$ cat config.mk
export PLATFORM = sky130hd
export DESIGN_NAME = sensor_adc_sequencer
export DESIGN_NICKNAME = d
export VERILOG_FILES = /design/src/rtl/sens_seq_pkg.sv /design/src/rtl/sens_avg_accum.sv /design/src/rtl/sensor_adc_sequencer.sv
export SDC_FILE = /design/constraint.sdc
export NUM_CORES = 1
export LEC_CHECK = 0
export ABC_CLOCK_PERIOD_IN_PS = 1520
export CAP_MARGIN = 25
export CORE_MARGIN = 3
export CORE_UTILIZATION = 47
export CTS_BUF_LIST = sky130_fd_sc_hd__clkbuf_8
export DETAILED_ROUTE_END_ITERATION = 8
export PLACE_DENSITY = 0.77
export SLEW_MARGIN = 30
export SYNTH_ARGS = -nofsm -noshare
export SYNTH_HDL_FRONTEND = slang
export SYNTH_SLANG_ARGS = --single-unit
$ cat constraint.sdc
create_clock -name clk -period 1.52 [get_ports clk]
set_clock_uncertainty 0.05 [all_clocks]
set_input_delay 0.304 -clock clk [delete_from_list [all_inputs] [get_ports clk]]
set_output_delay 0.304 -clock clk [all_outputs]
set_load 0.02 [all_outputs]
$ cat src/rtl/sens_seq_pkg.sv
// Shared definitions for the sensor ADC sequencer.
// The averaging feature (ST_ACCUM state) exists only when SENS_AVG_EN is defined.
package sens_seq_pkg;

    typedef enum logic [2:0] {
        ST_IDLE    = 3'd0,
        ST_SELECT  = 3'd1,
        ST_SETTLE  = 3'd2,
        ST_CONVERT = 3'd3,
        ST_EMIT    = 3'd4,
        ST_DONE    = 3'd5
`ifdef SENS_AVG_EN
        , ST_ACCUM = 3'd6
`endif
    } seq_state_t;

    localparam logic [1:0] SENS_0       = 2'd0;
    localparam logic [1:0] SENS_1       = 2'd1;
    localparam logic [1:0] SENS_2       = 2'd2;
    localparam logic [7:0] TIMEOUT_CODE = 8'hFF;

    // Lowest set bit of the remaining sensor mask (empty mask is handled by the caller).
    function automatic logic [1:0] lowest_idx(input logic [2:0] mask);
        if (mask[0])      return SENS_0;
        else if (mask[1]) return SENS_1;
        else if (mask[2]) return SENS_2;
        else              return SENS_0;
    endfunction

endpackage

$ cat src/rtl/sens_avg_accum.sv
// Unsigned sample accumulator; result is the truncated mean of 2**LOG2 samples.
// Only instantiated when SENS_AVG_EN is defined.
module sens_avg_accum
    import sens_seq_pkg::*;
#(
    parameter int IN_W = 8,
    parameter int LOG2 = 2
) (
    input  logic            clk,
    input  logic            reset,
    input  logic            i_clr,
    input  logic            i_add,
    input  logic [IN_W-1:0] i_din,
    output logic [IN_W-1:0] o_result
);

    logic [IN_W+LOG2-1:0] r_sum;

    // Sum grows by LOG2 bits so 2**LOG2 full-scale samples never overflow.
    always_ff @(posedge clk) begin
        if (reset || i_clr)
            r_sum <= '0;
        else if (i_add)
            r_sum <= r_sum + (IN_W+LOG2)'(i_din);
    end

    assign o_result = IN_W'(r_sum >> LOG2);

endmodule

$ cat src/rtl/sensor_adc_sequencer.sv
// Sensor ADC sequencer: walks enabled sensors in ascending order, settles the mux,
// runs the ADC start/EOC handshake with a timeout and emits one result per sensor.
// Optional build macro SENS_AVG_EN: average 2**AVG_LOG2 conversions per sensor.
module sensor_adc_sequencer
    import sens_seq_pkg::*;
#(
    parameter int SETTLE_CYCLES = 16,
    parameter int CONV_TIMEOUT  = 255,
    parameter int AVG_LOG2      = 2
) (
    input  logic       clk,
    input  logic       reset,
    input  logic       sens_req,
    input  logic [2:0] senscode,
    output logic [1:0] adc_mux_sel,
    output logic       adc_start,
    input  logic       adc_eoc,
    input  logic [7:0] adc_dout,
    output logic [7:0] ADC_data,
    output logic       ADC_data_ready,
    output logic [1:0] sens_idx,
    output logic       seq_busy,
    output logic       seq_done,
    output logic       timeout_err
);

    localparam int CNT_MAX = (SETTLE_CYCLES > CONV_TIMEOUT) ? SETTLE_CYCLES : CONV_TIMEOUT;
    localparam int CW      = $clog2(CNT_MAX + 1);

    // AVG_LOG2 also sizes the accumulator, so keep it sane in every build.
    if (AVG_LOG2 < 1 || AVG_LOG2 > 7) begin : g_avg_range
        $error("AVG_LOG2 must be in 1..7");
    end

    seq_state_t    r_state;
    logic [2:0]    r_mask;
    logic [CW-1:0] r_cnt;
    logic [1:0]    r_mux_sel;
    logic          r_start;
    logic [7:0]    r_data;
    logic          r_ready;
    logic [1:0]    r_idx;
    logic          r_busy;
    logic          r_done;
    logic          r_terr;

    logic [1:0]    w_pick;
    logic          w_settle_end;
    logic          w_conv_end;

    assign w_pick       = lowest_idx(r_mask);
    assign w_settle_end = (r_cnt == CW'(SETTLE_CYCLES - 1));
    assign w_conv_end   = (r_cnt == CW'(CONV_TIMEOUT));

`ifdef SENS_AVG_EN
    localparam logic [AVG_LOG2:0] LAST_SMP = (AVG_LOG2+1)'((1 << AVG_LOG2) - 1);

    logic [AVG_LOG2:0] r_smp;
    logic [7:0]        w_avg;
    logic              w_add;
    logic              w_clr;

    assign w_add = (r_state == ST_CONVERT) && adc_eoc;
    assign w_clr = (r_state == ST_SELECT);

    sens_avg_accum #(.IN_W(8), .LOG2(AVG_LOG2)) u_accum (
        .clk      (clk),
        .reset    (reset),
        .i_clr    (w_clr),
        .i_add    (w_add),
        .i_din    (adc_dout),
        .o_result (w_avg)
    );
`endif

    // Sequencer FSM: all outputs are registered; pulses default low every cycle.
    always_ff @(posedge clk) begin
        if (reset) begin
            r_state   <= ST_IDLE;
            r_mask    <= '0;
            r_cnt     <= '0;
            r_mux_sel <= '0;
            r_start   <= 1'b0;
            r_data    <= '0;
            r_ready   <= 1'b0;
            r_idx     <= '0;
            r_busy    <= 1'b0;
            r_done    <= 1'b0;
            r_terr    <= 1'b0;
`ifdef SENS_AVG_EN
            r_smp     <= '0;
`endif
        end else begin
            r_start <= 1'b0;
            r_ready <= 1'b0;
            r_done  <= 1'b0;
            case (r_state)
                // DONE already has busy low, so a request there is accepted like IDLE.
                ST_IDLE, ST_DONE: begin
                    if (sens_req) begin
                        r_mask  <= senscode;
                        r_terr  <= 1'b0;
                        r_busy  <= 1'b1;
                        r_state <= ST_SELECT;
                    end else begin
                        r_state <= ST_IDLE;
                    end
                end
                ST_SELECT: begin
                    if (r_mask == 3'b000) begin
                        r_busy  <= 1'b0;
                        r_done  <= 1'b1;
                        r_state <= ST_DONE;
                    end else begin
                        r_mux_sel <= w_pick;
                        r_mask    <= r_mask & ~(3'b001 << w_pick);
                        r_cnt     <= '0;
                        r_state   <= ST_SETTLE;
`ifdef SENS_AVG_EN
                        r_smp     <= '0;
`endif
                    end
                end
                ST_SETTLE: begin
                    if (w_settle_end) begin
                        r_cnt   <= '0;
                        r_start <= 1'b1;
                        r_state <= ST_CONVERT;
                    end else begin
                        r_cnt <= r_cnt + CW'(1);
                    end
                end
                // eoc wins over a coincident timeout expiry.
                ST_CONVERT: begin
                    if (adc_eoc) begin
`ifdef SENS_AVG_EN
                        r_state <= ST_ACCUM;
`else
                        r_data  <= adc_dout;
                        r_idx   <= r_mux_sel;
                        r_ready <= 1'b1;
                        r_state <= ST_EMIT;
`endif
                    end else if (w_conv_end) begin
                        r_data  <= TIMEOUT_CODE;
                        r_idx   <= r_mux_sel;
                        r_ready <= 1'b1;
                        r_terr  <= 1'b1;
                        r_state <= ST_EMIT;
                    end else begin
                        r_cnt <= r_cnt + CW'(1);
                    end
                end
`ifdef SENS_AVG_EN
                // Accumulator has absorbed the sample; restart without re-settling.
                ST_ACCUM: begin
                    if (r_smp == LAST_SMP) begin
                        r_data  <= w_avg;
                        r_idx   <= r_mux_sel;
                        r_ready <= 1'b1;
                        r_state <= ST_EMIT;
                    end else begin
                        r_smp   <= r_smp + 1'b1;
                        r_cnt   <= '0;
                        r_start <= 1'b1;
                        r_state <= ST_CONVERT;
                    end
                end
`endif
                ST_EMIT: r_state <= ST_SELECT;
                default: r_state <= ST_IDLE;
            endcase
        end
    end

    assign adc_mux_sel    = r_mux_sel;
    assign adc_start      = r_start;
    assign ADC_data       = r_data;
    assign ADC_data_ready = r_ready;
    assign sens_idx       = r_idx;
    assign seq_busy       = r_busy;
    assign seq_done       = r_done;
    assign timeout_err    = r_terr;

endmodule

# Yosys cells after proc, flatten, opt, wreduce, memory -nomap -nowiden
# Cells that the tools add are included.
[word_totals] reg_bits=31 wordCells=83
[classes] bitwise_logic=6 eq_ne=15 addsub=1 reduce_logical=17 n_mux=32 shift=1
[ops] cell="$mux W8" count=6
[ops] cell="$pmux W8 S3" count=1
[ops] cell="$mux W3" count=6
[ops] cell="$pmux W3 S5" count=1
[ops] cell="$ne A2 B2 Y1 const B" count=7
[ops] cell="$mux W1" count=10
[ops] cell="$mux W2" count=5
[ops] cell="$add A8 B1 Y8 const B" count=1
[ops] cell="$eq A8 B4 Y1 const B" count=1
[ops] cell="$eq A8 B8 Y1 const B" count=1
[ops] cell="$reduce_and A4 Y1" count=2
[ops] cell="$reduce_or A2 Y1" count=4
[ops] cell="$eq A3 B2 Y1 const B" count=2
[ops] cell="$eq A3 B3 Y1 const B" count=2
[ops] cell="$logic_not A3 Y1" count=2
[ops] cell="$pmux W3 S2" count=1
[ops] cell="$reduce_and A2 Y1" count=3
[ops] cell="$reduce_and A3 Y1" count=2
[ops] cell="$reduce_bool A2 Y1" count=3
[ops] cell="$not A1 Y1" count=4
[ops] cell="$pmux W1 S2" count=2
[ops] cell="$and A3 B3 Y3" count=1
[ops] cell="$eq A3 B1 Y1 const B" count=1
[ops] cell="$ne A3 B3 Y1 const B" count=1
[ops] cell="3 further kinds" count=3

# Logic depth before layout (Yosys ltp)
# Gate-level depths: netlist (run 1).
[depth] ltp_word=8 mapped_depth=6 depth_no_buf=5

# Worst setup path after synthesis (run 1)
# No wires, ideal clock.
[synth_path] kind="flip-flop to flip-flop" from="reg r_cnt[0]" to="reg r_data[0], in the netlist ADC_data[0]" n_path_buf=1 stages_incl_launch_ff=7 period_less_slack_ps=1592 required_time_ps=1351 arrival_time_ps=1423 slack_ps=-72 cell_sequence="dfxtp_1 ha_1 and3_1 clkbuf_1 a21oi_2 nor2_4 o221a_2"
[synth_via] elab_chain_len=3
[synth_lines] element="start, declared" line_no="sensor_adc_sequencer.sv:37" source="logic [CW-1:0] r_cnt;"
[synth_lines] element="start signal, assigned" line_no="sensor_adc_sequencer.sv:130" source="r_cnt <= r_cnt + CW'(1);"
[synth_lines] element="start signal, assigned" line_no="sensor_adc_sequencer.sv:151" source="r_cnt <= r_cnt + CW'(1);"
[synth_lines] element="$eq A8 B8 Y1" line_no="sensor_adc_sequencer.sv:53" source="assign w_conv_end = (r_cnt == CW'(CONV_TIMEOUT));"
[synth_lines] element="$reduce_bool A2 Y1 (no source line)"
[synth_lines] element="$reduce_and A2 Y1 (no source line)"
[synth_lines] element="end signal, assigned" line_no="sensor_adc_sequencer.sv:139" source="r_data <= adc_dout;"
[synth_lines] element="end, declared" line_no="sensor_adc_sequencer.sv:40" source="logic [7:0] r_data;"
# Every way passes these cells.
# A chain may end at the register's enable or synchronous reset.

# Final worst setup path (run 1)
[layout_path] from="reg r_mask[1]" to="reg r_cnt[4]"
[layout_via] elab_chain_len=3
[layout_lines] element="start, declared" line_no="sensor_adc_sequencer.sv:36" source="logic [2:0] r_mask;"
[layout_lines] element="start signal, assigned" line_no="sensor_adc_sequencer.sv:101" source="r_mask <= senscode;"
[layout_lines] element="start signal, assigned" line_no="sensor_adc_sequencer.sv:116" source="r_mask <= r_mask & ~(3'b001 << w_pick);"
[layout_lines] element="$logic_not A3 Y1" line_no="sensor_adc_sequencer.sv:110" source="if (r_mask == 3'b000) begin"
[layout_lines] element="$ne A2 B2 Y1 (no source line)"
[layout_lines] element="$reduce_and A4 Y1 (no source line)"
# Every way passes these cells.

==> impl_metrics.json, run 1 <==
{
  "cts_sinks": 31,
  "postPlaceCellArea_mm2": 0.002141,
  "antenna_found_initial": 0,
  "cts_buffer_depth": 2,
  "fin_nets": 249,
  "syn_nets": 186,
  "num_antenna_cells": 0,
  "syn_to_final_growth_pct": 48.14,
  "drive_gt1_share_pct": 32.48,
  "ir_drop_mv": 0.9774,
  "ant_nets": 0,
  "syn_area_mm2": 0.001549,
  "synth_top_area_share_pct": 40.06,
  "grt_overflow": 0,
  "fin_util_pct": 73.95,
  "p_leak_nw": 0.9238,
  "final_cells": 278,
  "ios": 32,
  "finalHoldViolations": 0,
  "cp_max_fo": 3,
  "max_stage_delay_ns": 0.58,
  "cp-end-kind": "register",
  "grt_pass1_vias": 1558,
  "cts_hold_buf": 0,
  "yosys_warnings": 0,
  "dpl.cell_count": 269,
  "port_buffers": 31,
  "synthArstFlopShare_pct": 0,
  "viasPerCell": 5.773,
  "clk_latency_ns": 0.28,
  "synth_cells": 170,
  "path_cells": "or4b_4, a22oi_4, or4_1, a21oi_1",
  "numCtsBuffers": 5,
  "rsz0062_at_grt": "true",
  "die_h_um": 63.41,
  "drv_slew": 0,
  "path_class": "reg -> reg",
  "drc_errors": 0,
  "rows": 20,
  "drt_iter0_markers": 120,
  "final_area_mm2": 0.002295,
  "critPathLaunchType": "register",
  "grt_usage_pct": 22.33,
  "cp_top_family": "simple AND/OR/NAND/NOR gates",
  "synth_edf_count": 0,
  "drv_cap": 0,
  "ys_ff_latch": 31,
  "gp_congestion": 0.9243,
  "min_path_type": "reg -> reg",
  "layout_min_cycle_time_ns": 1.525,
  "coreArea_mm2": 0.003103,
  "avgSynthCellArea_um2": 9.112,
  "grt_max_degree": 13,
  "setup_slack_ns": -0.004985,
  "tns_ns": -0.004985,
  "violations": "setup timing",
  "setup_viol": 1,
  "status": "complete, but fails checks",
  "synth.distinct_cells": 57,
  "arrival_ns": 1.64,
  "worst_slew_pin_slew_ns": 0.4196,
  "max_freq_mhz": 655.7,
  "power_mw": 3.140,
  "power_density_mw_per_mm2": 1368,
  "dr_total_vias": 1605,
  "synth_ff_type": "dfxtp_1",
  "die-area_mm2": 0.004021,
  "crit_required_ns": 1.63,
  "die_x_um": 63.41,
  "slew_headroom_pct": 71.94,
  "wire_per_inst_um": 15.69,
  "routed_wirelength_um": 4363,
  "place_hpwl_um": 3058,
  "clkTransAtPathRegs_ns": 0.07,
  "dr.pass1.iters": 4,
  "root_buffer": "clkbuf_8",
  "initial_core_util_pct": 49.92,
  "synth_area_leaders": "dfxtp_1 (40%), o221a_2 (5.8%), a21oi_1 (4.2%), nand3_1 (3.2%), nand2_1 (3.2%)",
  "yosysTopAreaCell": "dfxtp_1",
  "cts_tree": "done",
  "grt_pass1_wl_um": 7176,
  "ys_seq_area_share_pct": 40.06,
  "critPathSlowestCell": "or4b_4",
  "crit_buf_inv": 0,
  "regToRegSetupSlack_ns": -0.005,
  "h-tree-depth": 2,
  "period_share_pct": 100.3
}
-- layer usage --
layer	vias up	wire [um]	global-route usage, %
met1	766	1880	26.91
met2	72	2123	37.68
met5	-	0	0
met3	6	290	7.308
met4	0	69	6.469
li1	761	-	-
-- path summary, 6_finish.rpt --
check	start	end	depth (start not counted)
setup / recovery	r_mask[1]$_SDFFE_PP0P_	r_cnt[4]$_SDFFE_PP0P_	4
setup reg to reg	r_mask[1]$_SDFFE_PP0P_	r_cnt[4]$_SDFFE_PP0P_	4
hold / removal	seq_busy$_SDFFE_PP0P_	seq_busy$_SDFFE_PP0P_	2
hold reg to reg	seq_busy$_SDFFE_PP0P_	seq_busy$_SDFFE_PP0P_	2
-- state kept, by name, indices dropped and copies added (netlist names) --
register and cells:
ADC_data 8, ADC_data_ready 1, adc_mux_sel 2, adc_start 1, r_cnt 8, r_mask 3, r_state 3, sens_idx 2
seq_busy 1, seq_done 1, timeout_err 1
-- power breakdown --
group          switching (mW)  internal (mW)
registers               0.113          0.929
clock network           0.298          0.406
logic                   0.760          0.634
-- final cells by class --
class | count | area, um^2
Clock buffer | 7 | 96.34
Multi-Input combinational cell | 125 | 949.7
Timing Repair Buffer | 64 | 540.5
Inverter | 6 | 22.52
Sequential cell | 31 | 626.9
Clock inverter | 1 | 3.754
Fill cell | 221 | 808.3
Tap cell | 44 | 55.05
-- stage by stage --
step	setup slack [ns]	hold slack [ns]
3_3_place_gp	-0.2444	0.3908
4_1_cts	-0.004629	0.4066
2_1_floorplan	-0.01214	0.4058
3_5_place_dp	-0.3265	0.4007
6_report	-0.004985	0.4061
5_1_grt	-0.03530	0.4239
-- synthesized netlist by cell type (3+ instances only) --
master and instances:
nor2_1 9, nand2_1 13, mux2i_1 4, nand2b_1 4
a211oi_1 3, o21ai_0 7, inv_1 5, a21oi_1 13
buf_2 3, nand3_1 10, nand3b_1 3, nor3_1 7
dfxtp_1 31, o221a_2 8
-- what timing repair did --
action,4_1_cts,5_1_grt
gates resized for setup,22,14
buffers inserted,0,1
endpoints found under the setup margin,30,18
pin swaps,2,6
-- kinds of logic after synthesis --
kind of cell	Yosys count	share of synthesized area [%]
AO/OA/AOI/OAI	50	24.40
XOR/XNOR	2	2.343
adder cells (fa/ha/maj)	2	1.454
buffers and inverters	14	4.119
flip-flops	31	40.06
multiplexers	4	2.585
AND/OR/NAND/NOR	67	25.04
-- cell usage in the layout, fill, tap and decap left out, drive strengths merged, types with 2 or more instances in the layout --
cell type	n
and2	2
nand3	10
nand3b	3
nor3	7
mux2i	4
nor3b	2
nand2	14
a211oi	3
o21ai	8
dlygate4sd2	17
o221a	8
dfxtp	31
a21oi	15
nor4	2
clkdlybuf4s50	14
nor2	10
clkbuf	7
and4	2
nand2b	4
buf	33
o211ai	2
inv	6
or3	2
-- worst register-to-register path, delay by kind of cell, from the launching register on --
kind	cells	cell delay (ns)
AND/OR/NAND/NOR	2	0.73
flip-flops	1	0.33
AO/OA/AOI/OAI	2	0.30
No activity file was read; power rests on OpenSTA's default activity.
==> run 2: changes to the inputs <==
Settings changed: ABC_AREA set to 0, CORE_UTILIZATION 47 to 40, PLACE_DENSITY 0.77 to 0.67.
==> impl_metrics.json, run 2 (synthesis results as in run 1) <==
{
  "status": "finished clean",
  "ios": 32,
  "setup_slack_ns": 0.01706,
  "rsz0062_at_grt": "true",
  "rows": 21,
  "wire_per_inst_um": 14.99,
  "switching_share_pct": 34.86,
  "dr.pass1.iters": 4,
  "seqPwrFrac_pct": 31.9,
  "combPwrFrac_pct": 42.3,
  "regToRegStartpoint": "r_mask[1]$_SDFFE_PP0P_",
  "setup_viol": 0,
  "mostFrequentLayoutCells": "buf_4 (33), dfxtp_1 (27), dlygate4sd2_1 (17)",
  "routed_wirelength_um": 4198,
  "dp_worst_setup_slack_ns": -0.2774,
  "drc_errors": 0,
  "drive_gt1_share_pct": 30.34,
  "port_buffers": 31,
  "path_class": "reg -> reg",
  "min_from": "seq_busy$_SDFFE_PP0P_",
  "cp_max_fo": 7,
  "die-area_mm2": 0.004655,
  "p_sw_mw": 1.137,
  "clkTransAtPathRegs_ns": 0.07,
  "grt_pass1_vias": 1499,
  "path_cells": "or4b_4, nand2_2, a21oi_1, and2_1",
  "hold_path_end": "seq_busy$_SDFFE_PP0P_",
  "syn_to_final_growth_pct": 47.25,
  "drv_cap": 0,
  "die_h_um": 68.23,
  "h-tree-depth": 2,
  "regToRegSetupSlack_ns": 0.02,
  "viasPerCell": 5.439,
  "initial_core_util_pct": 43.99,
  "max_freq_mhz": 665.4,
  "drt_iter0_markers": 63,
  "postPlaceCellArea_mm2": 0.002121,
  "arrival_ns": 1.63,
  "ir_drop_mv": 0.5307,
  "numCtsBuffers": 5,
  "cts_sinks": 31,
  "critPathLaunchType": "register",
  "period_share_pct": 98.88,
  "finalHoldViolations": 0,
  "drv_slew": 0,
  "ff2ff_path_depth": 4,
  "clk_latency_ns": 0.28,
  "cts_hold_buf": 0,
  "grt_pass1_wl_um": 6713,
  "max_stage_delay_ns": 0.58,
  "min_path_type": "reg -> reg",
  "die_x_um": 68.23,
  "crit_required_ns": 1.64,
  "fin_nets": 249,
  "antenna_found_initial": 0,
  "p_leak_nw": 0.9246,
  "hold_slack_ns": 0.4107,
  "cts_buffer_depth": 2,
  "gp_congestion": 0.9144,
  "r2r-end": "r_state[1]$_SDFFE_PP0P_",
  "clock_power_share_pct": 25.8,
  "power_density_mw_per_mm2": 1430,
  "place_hpwl_um": 3153,
  "dr_total_vias": 1523,
  "slew_headroom_pct": 71.56,
  "critPathSlowestCell": "or4b_4",
  "cp-end-kind": "register",
  "grt_max_degree": 13,
  "layout_min_cycle_time_ns": 1.503,
  "internal-power_mw": 2.125,
  "cts_tree": "done",
  "min_path_cells": 2,
  "layout_commonest_cell": "buf_4",
  "ant_nets": 0,
  "final_area_mm2": 0.002281,
  "worst_slew_pin_slew_ns": 0.4227,
  "final_cells": 280,
  "root_buffer": "clkbuf_8",
  "coreArea_mm2": 0.003521,
  "num_antenna_cells": 0,
  "grt_usage_pct": 19.64,
  "grt_overflow": 0,
  "dpl.cell_count": 268
}
==> run 2: worst max path at each step <==
| stage | depth (start not counted) | slack (ns) | to | startpoint |
|---|---|---|---|---|
| 6_report | 4 | 0.02 | r_state[1]$_SDFFE_PP0P_ | r_mask[1]$_SDFFE_PP0P_ |
| 5_1_grt | 4 | -0.05 | r_cnt[7]$_SDFFE_PP0P_ | r_mask[1]$_SDFFE_PP0P_ |
| 4_1_cts | 5 | 0.0004 | r_cnt[1]$_SDFFE_PP0P_ | r_cnt[1]$_SDFFE_PP0P_ |
| 3_5_place_dp | 5 | -0.28 | r_cnt[3]$_SDFFE_PP0P_ | adc_eoc |
| 3_3_place_gp | 5 | -0.23 | r_cnt[5]$_SDFFE_PP0P_ | adc_eoc |
| 2_1_floorplan | 6 | -0.01 | r_cnt[1]$_SDFFE_PP0P_ | r_cnt[0]$_SDFFE_PP0P_ |
==> run 2: cell type report <==
type | count | area [um^2]
inverter | 6 | 22.52
multi-input combinational | 125 | 913.4
timing repair buffer | 64 | 536.8
clock buffer | 6 | 82.58
clock inverter | 2 | 35.03
sequential | 31 | 633.1
tap | 46 | 57.56
fill | 290 | 1240
==> run 2: power groups by stage <==
stage	Sequential (mW)	Clock, mW	Combinational (mW)
2_1_floorplan	1.06	0	0.818
3_3_place_gp	1.04	0	1.30
3_5_place_dp	1.05	0	1.33
4_1_cts	1.04	0.851	1.32
5_1_grt	1.05	0.896	1.50
6_report	1.04	0.841	1.38
==> run 2: timing repair <==
item | CTS | global route
resized for setup | 22 | 6
setup buffers | 0 | 4
pin swaps | 0 | 7
endpoints found under the setup margin | 34 | 18
endpoints found under the hold margin | 0 | 0
==> run 2: critical path: cells and delay by family, from the launching register on <==
| family | cells | cell delay [ns] |
|---|---|---|
| simple gates | 3 | 0.91 |
| flops | 1 | 0.33 |
| compound gates | 1 | 0.11 |
==> run 2: metal layers <==
| layer | share of wire, % | track usage [%] | wire (um) |
|---|---|---|---|
| met2 | 50 | 33.81 | 2096 |
| met5 | 0 | 0 | 0 |
| met1 | 44 | 23.04 | 1868 |
| met3 | 3.9 | 4.926 | 163 |
| met4 | 1.7 | 8.189 | 70 |
==> run 2: metrics by stage <==
step	total power, mW	setup TNS [ns]	utilization [%]
after global placement	2.346	-2.594	60.23
after floorplan	1.883	-0.01575	-
after global routing	3.447	-0.2230	64.78
final	3.263	0	64.78
after detailed placement	2.382	-3.086	60.23
after CTS	3.218	0	63.36
==> variant 1, RTL diff (settings of run 1) <==
`CONV_TIMEOUT`: 255 -> 510.
--- a/src/rtl/sensor_adc_sequencer.sv
+++ b/src/rtl/sensor_adc_sequencer.sv
@@ -6,5 +6,5 @@
 #(
     parameter int SETTLE_CYCLES = 16,
-    parameter int CONV_TIMEOUT  = 255,
+    parameter int CONV_TIMEOUT  = 510,
     parameter int AVG_LOG2      = 2
 ) (
Formal check against the unedited RTL: no difference found for any inputs over 10 cycles, from zero or initial values and one cycle with reset high; that may be too few to reach the edited logic, so the function may still have changed.
==> variant 1 against run 1 <==
  * The flow still finishes with violations (setup timing)
  * Routed wire length up 34%
  * Clock power increased by 15%
  * First-iteration DRC count rose by 86%
  * Cell area up 11%
  * Power fell by 18%
  * Largest power group is now registers
  * Area after synthesis decreased by 3.2%
  * Sequential cell count increased by 1
  * Hold slack gained 0.025 ns
  * Utilization rose by 14 points
  * Setup slack lost 0.47 ns
  * Count of clock-buffer cells in the layout decreased by 2
  * Largest cell class unchanged
==> variant 1: results (changes against run 1) <==
Status - complete, but fails checks (unchanged)
Violated checks - setup timing (unchanged)
Via density - 6.14 (was 5.77)
Synth warn - 0 (unchanged)
Reg-to-reg endpoint - r_cnt[3]$_SDFFE_PP0P_ (was r_cnt[4]$_SDFFE_PP0P_)
Crit path max fanout - 8 (was 3)
Compound-Gate Fraction of Synth Area - 23.5% (was 24.4%)
Post-synthesis mux area share - 0% (was 2.58%)
Met1 WL - 2200 µm (was 1880 µm)
Iteration-0 DRC Markers - 223 (was 120)
Setup TNS - -5.74 ns (was -0.00499 ns)
Post-placement cell area - 2150 µm² (was 2140 µm²)
Number of global-route vias before repair - 1,758 (was 1,558)
Total wire length - 5850 µm (was 4360 µm)
Syn Area/Cell - 8.77 µm² (was 9.11 µm²)
Routing usage on met1 - 34.7% (was 26.9%)
Slowest stage delay, CP - 0.52 ns (was 0.58 ns)
Relative slew slack - 76.8% (was 71.9%)
Pin count of the biggest net entering global routing - 19 (was 13)
Deepest clock path buffer count - 2 (unchanged)
XOR/XNOR Fraction of Synth Area - 0.584% (was 2.34%)
Placer congestion estimate - 0.874 (was 0.924)
Adder-cell share of the synthesized area - 2.34% (was 1.45%)
M2 GR Usage - 45.0% (was 37.7%)
Synth cell types - 42 (was 57)
Setup violations, final - 24 (was 1)
Wire length on met3 - 543 µm (was 290 µm)
Clk pwr share - 31.5% (was 22.4%)
Peak supply drop - 0.719 mV (was 0.977 mV)
WL/cell - 19.8 µm (was 15.7 µm)
Layout cell share with drive strength beyond 1 - 41.5% (was 32.5%)
Final worst setup slack - -0.471 ns (was -0.00499 ns)
DR WL met2 - 2830 µm (was 2120 µm)
First-pass GRT wire length - 8540 µm (was 7180 µm)
Worst Hold End - sens_idx[0]$_SDFFE_PP0P_ (was seq_busy$_SDFFE_PP0P_)
Sequential area share after synthesis - 42.7% (was 40.1%)
Net Switching - 780 µW (was 1170 µW)
Slowest CP cell - or4_4 (was or4b_4)
# placed instances - 276 (was 269)
Syn nets - 188 (was 186)
Reg2reg path depth - 5 (was 4)
Nets@finish - 269 (was 249)
Total CTS buffers - 5 (unchanged)
Met3 Use GR - 7.37% (was 7.31%)
CP arrival - 2.14 ns (was 1.64 ns)
DR pass1 iterations - 5 (was 4)
DP Wirelength - 3220 µm (was 3060 µm)
Fill count - 144 (was 221)
Commonest cells post-synth - 32 x dfxtp_1, 16 x a21oi_1, 10 x o21ai_0 (was 31 x dfxtp_1, 13 x a21oi_1, 13 x nand2_1)
Hold/Removal Path Class - flip-flop to flip-flop (unchanged)
FF-to-FF Start - r_state[1]$_SDFFE_PP0P_ (was r_mask[1]$_SDFFE_PP0P_)
Synth area leaders - dfxtp_1 43%, o221a_2 6.0%, a21oi_1 5.3%, o21ai_0 3.3%, or4_1 3.0% (was dfxtp_1 40%, o221a_2 5.8%, a21oi_1 4.2%, nand3_1 3.2%, nand2_1 3.2%)
Switching part of the total - 30.4% (was 37.3%)
-- variant 1: cell count changes in the layout (fill, tap and decap cells not counted), moves of 4 or more --
cell | before | now
mux2i_1 | 4 | 0
buf_4 | 32 | 43
o31ai_2 | 0 | 4
buf_6 | 1 | 7
-- variant 1: what timing repair did --
action	CTS	global route
pin swaps	8	16
setup endpoints to repair	40	26
hold endpoints to repair	0	0
gates cloned	1	0
resized for setup	41	37
buffers inserted	6	5
-- variant 1: area by class of cell --
cell class / count / area [µm²] / area share [%]
clock buffer: 5 / 68.8 / 2.71
multi-input combinational: 122 / 971 / 38.2
inverter: 8 / 30.0 / 1.18
tap: 42 / 52.6 / 2.07
timing repair buffer: 83 / 724 / 28.5
sequential: 32 / 653 / 25.7
clock inverter: 3 / 38.8 / 1.53
-- variant 1: metrics by stage --
step                hold slack (ns)  worst slack, ns
detailed placement            0.439           -0.853
CTS                           0.452           -0.405
global placement              0.416           -0.799
floorplan                     0.393           -0.336
global route                  0.459           -0.510
finish                        0.431           -0.471
-- variant 1: worst max path at each step --
stage               depth (start not counted)  slack [ns]               startpoint                     to
floorplan                                   6       -0.34  r_state[0]$_SDFFE_PP0P_  r_cnt[1]$_SDFFE_PP0P_
global placement                            6       -0.80                  adc_eoc  r_cnt[1]$_SDFFE_PP0P_
detailed placement                          6       -0.85                  adc_eoc  r_cnt[1]$_SDFFE_PP0P_
CTS                                         5       -0.40  r_state[1]$_SDFFE_PP0P_  r_cnt[1]$_SDFFE_PP0P_
global route                                5       -0.51  r_state[1]$_SDFFE_PP0P_  r_cnt[3]$_SDFFE_PP0P_
finish                                      5       -0.47  r_state[1]$_SDFFE_PP0P_  r_cnt[3]$_SDFFE_PP0P_
==> variant 2, RTL diff (settings of run 1) <==
Without the edit above. Register the output `timeout_err` once more, without a reset; this adds one clock of latency there. The other outputs are not delayed to match.
--- a/src/rtl/sensor_adc_sequencer.sv
+++ b/src/rtl/sensor_adc_sequencer.sv
@@ -181,5 +181,7 @@
     assign seq_busy       = r_busy;
     assign seq_done       = r_done;
-    assign timeout_err    = r_terr;
+    always_ff @(posedge clk) begin
+        timeout_err <= r_terr;
+    end
 
 endmodule
Function: same outputs for any inputs over 10 cycles, from zero or initial values and one cycle with reset high; that may be too few to reach the edited logic, so the function may still have changed.
==> variant 2 against run 1 <==
  * The flow still finishes with violations (setup timing)
  * Highest routed layer unchanged
  * Setup slack worse by 0.36 ns
  * Cell area grew 12%
  * Critical path type unchanged
  * Critical endpoint is now r_cnt[2]$_SDFFE_PP0P_
  * Fmax fell by 19%
  * Routed wire length grew 33%
  * Area after synthesis rose by 0.24%
  * Non-clock buffer count rose by 12
  * Cell count increased by 9.0%
  * Sequential cell count grew 1
Power is not compared: it rests on default switching activity, and its combinational part moved more than twofold at a synthesized area within 25%.
==> variant 2: results (changes against run 1) <==
Setup TNS - -2.06 ns (was -0.00499 ns)
Synth cell types - 44 (was 57)
Resize count post-CTS - 35 (was 22)
Violated checks - setup timing (unchanged)
DRC - 0 (unchanged)
Synth warn - 0 (unchanged)
Crit path max fanout - 9 (was 3)
Slowest stage delay, CP - 0.53 ns (was 0.58 ns)
Status - complete, but fails checks (unchanged)
DP Wirelength - 3350 µm (was 3060 µm)
Nets@finish - 274 (was 249)
Deepest clock path buffer count - 2 (unchanged)
Clk_lat worst skew - 0.30 ns (was 0.28 ns)
Total wire length - 5790 µm (was 4360 µm)
Sequential area share after synthesis - 41.3% (was 40.1%)
Syn nets - 201 (was 186)
Clock slew at reported path FFs - 0.07 ns (about the same)
Leak - 0.00108 µW
Initial antenna violation count - 0 (unchanged)
Layout cell share with drive strength beyond 1 - 38.6% (was 32.5%)
Root Buffer - clkbuf_8 (unchanged)
Pin count of the biggest net entering global routing - 22 (was 13)
Worst-margin pin slew - 0.394 ns (was 0.420 ns)
Antenna diodes - 0 (unchanged)
Setup violations, final - 13 (was 1)
# Post-CTS Setup Buffers - 4 (was 0)
Final worst setup slack - -0.367 ns (was -0.00499 ns)
Commonest cells post-synth - 32 x dfxtp_1, 18 x a21oi_1, 15 x inv_1 (was 31 x dfxtp_1, 13 x a21oi_1, 13 x nand2_1)
Via density - 5.90 (was 5.77)
Placer congestion estimate - 0.869 (was 0.924)
Slowest CP cell - or4_4 (was or4b_4)
Total CTS buffers - 5 (unchanged)
Global Route Usage Sum - 27.5% (was 22.3%)
# port buffers - 31 (unchanged)
Iteration-0 DRC Markers - 155 (was 120)
Ys async rst share - 0% (unchanged)
DR pass1 iterations - 4 (unchanged)
CP arrival - 2.00 ns (was 1.64 ns)
Dpl ws - -0.736 ns (was -0.327 ns)
First-pass GRT wire length - 8580 µm (was 7180 µm)
CP delay by family, top - simple AND/OR/NAND/NOR gates (unchanged)
Hold/Removal Path Class - flip-flop to flip-flop (unchanged)
# H-tree levels - 2 (unchanged)
Peak supply drop - 0.563 mV
Ys flop type - dfxtp_1 (unchanged)
Synth area leaders - dfxtp_1 41%, a21oi_1 5.8%, o21a_1 4.4%, inv_1 3.6%, nor2_1 2.9% (was dfxtp_1 40%, o221a_2 5.8%, a21oi_1 4.2%, nand3_1 3.2%, nand2_1 3.2%)
Number of global-route vias before repair - 1,777 (was 1,558)
variant 2: cell type report:
type | count | area (µm²)
Clock inverter | 3 | 38.8
Inverter | 15 | 56.3
Sequential cell | 32 | 654
Fill cell | 187 | 526
Clock buffer | 5 | 68.8
Tap cell | 44 | 55.1
Multi-Input combinational cell | 128 | 1030
Timing Repair Buffer | 76 | 676
variant 2: metal layers:
metal	GRT usage, %	vias to the layer above	part of all wire, %
li1	-	818	-
met5	0	-	0
met4	11.9	0	3.7
met2	48.2	92	52
met3	8.91	21	6.5
met1	30.1	856	37
variant 2: path summary, 6_finish.rpt:
check,from,endpoint,slack [ns],cells past startpoint
setup / recovery,r_state[1]$_SDFFE_PP0P_,r_cnt[2]$_SDFFE_PP0P_,-0.37,6
hold / removal,r_terr$_SDFFE_PP0P_,timeout_err$_DFF_P_,0.32,0
setup reg to reg,r_state[1]$_SDFFE_PP0P_,r_cnt[2]$_SDFFE_PP0P_,-0.37,6
hold reg to reg,r_terr$_SDFFE_PP0P_,timeout_err$_DFF_P_,0.32,0
variant 2: power by group:
group          switching (µW)  total (µW)  internal, µW
registers                30.0         907           877
clock network             340         820           480
logic                     338         657           319
variant 2: kinds of logic after synthesis:
| logic type | Yosys count | synth area share, % |
|---|---|---|
| adder cells (fa/ha/maj) | 2 | 1.45 |
| XOR/XNOR | 1 | 0.564 |
| AND/OR/NAND/NOR | 71 | 26.2 |
| AO/OA/AOI/OAI | 54 | 23.6 |
| buffers and inverters | 25 | 6.93 |
| flip-flops | 32 | 41.3 |
variant 2: metrics by stage:
stage          instance area, µm²  instances  power (µW)
5_1_grt                      2580        303        2480
3_3_place_gp                 2260        288        1440
4_1_cts                      2450        300        2280
6_report                     2580        303        2380
3_5_place_dp                 2260        288        1460
2_1_floorplan                1660        185        1240
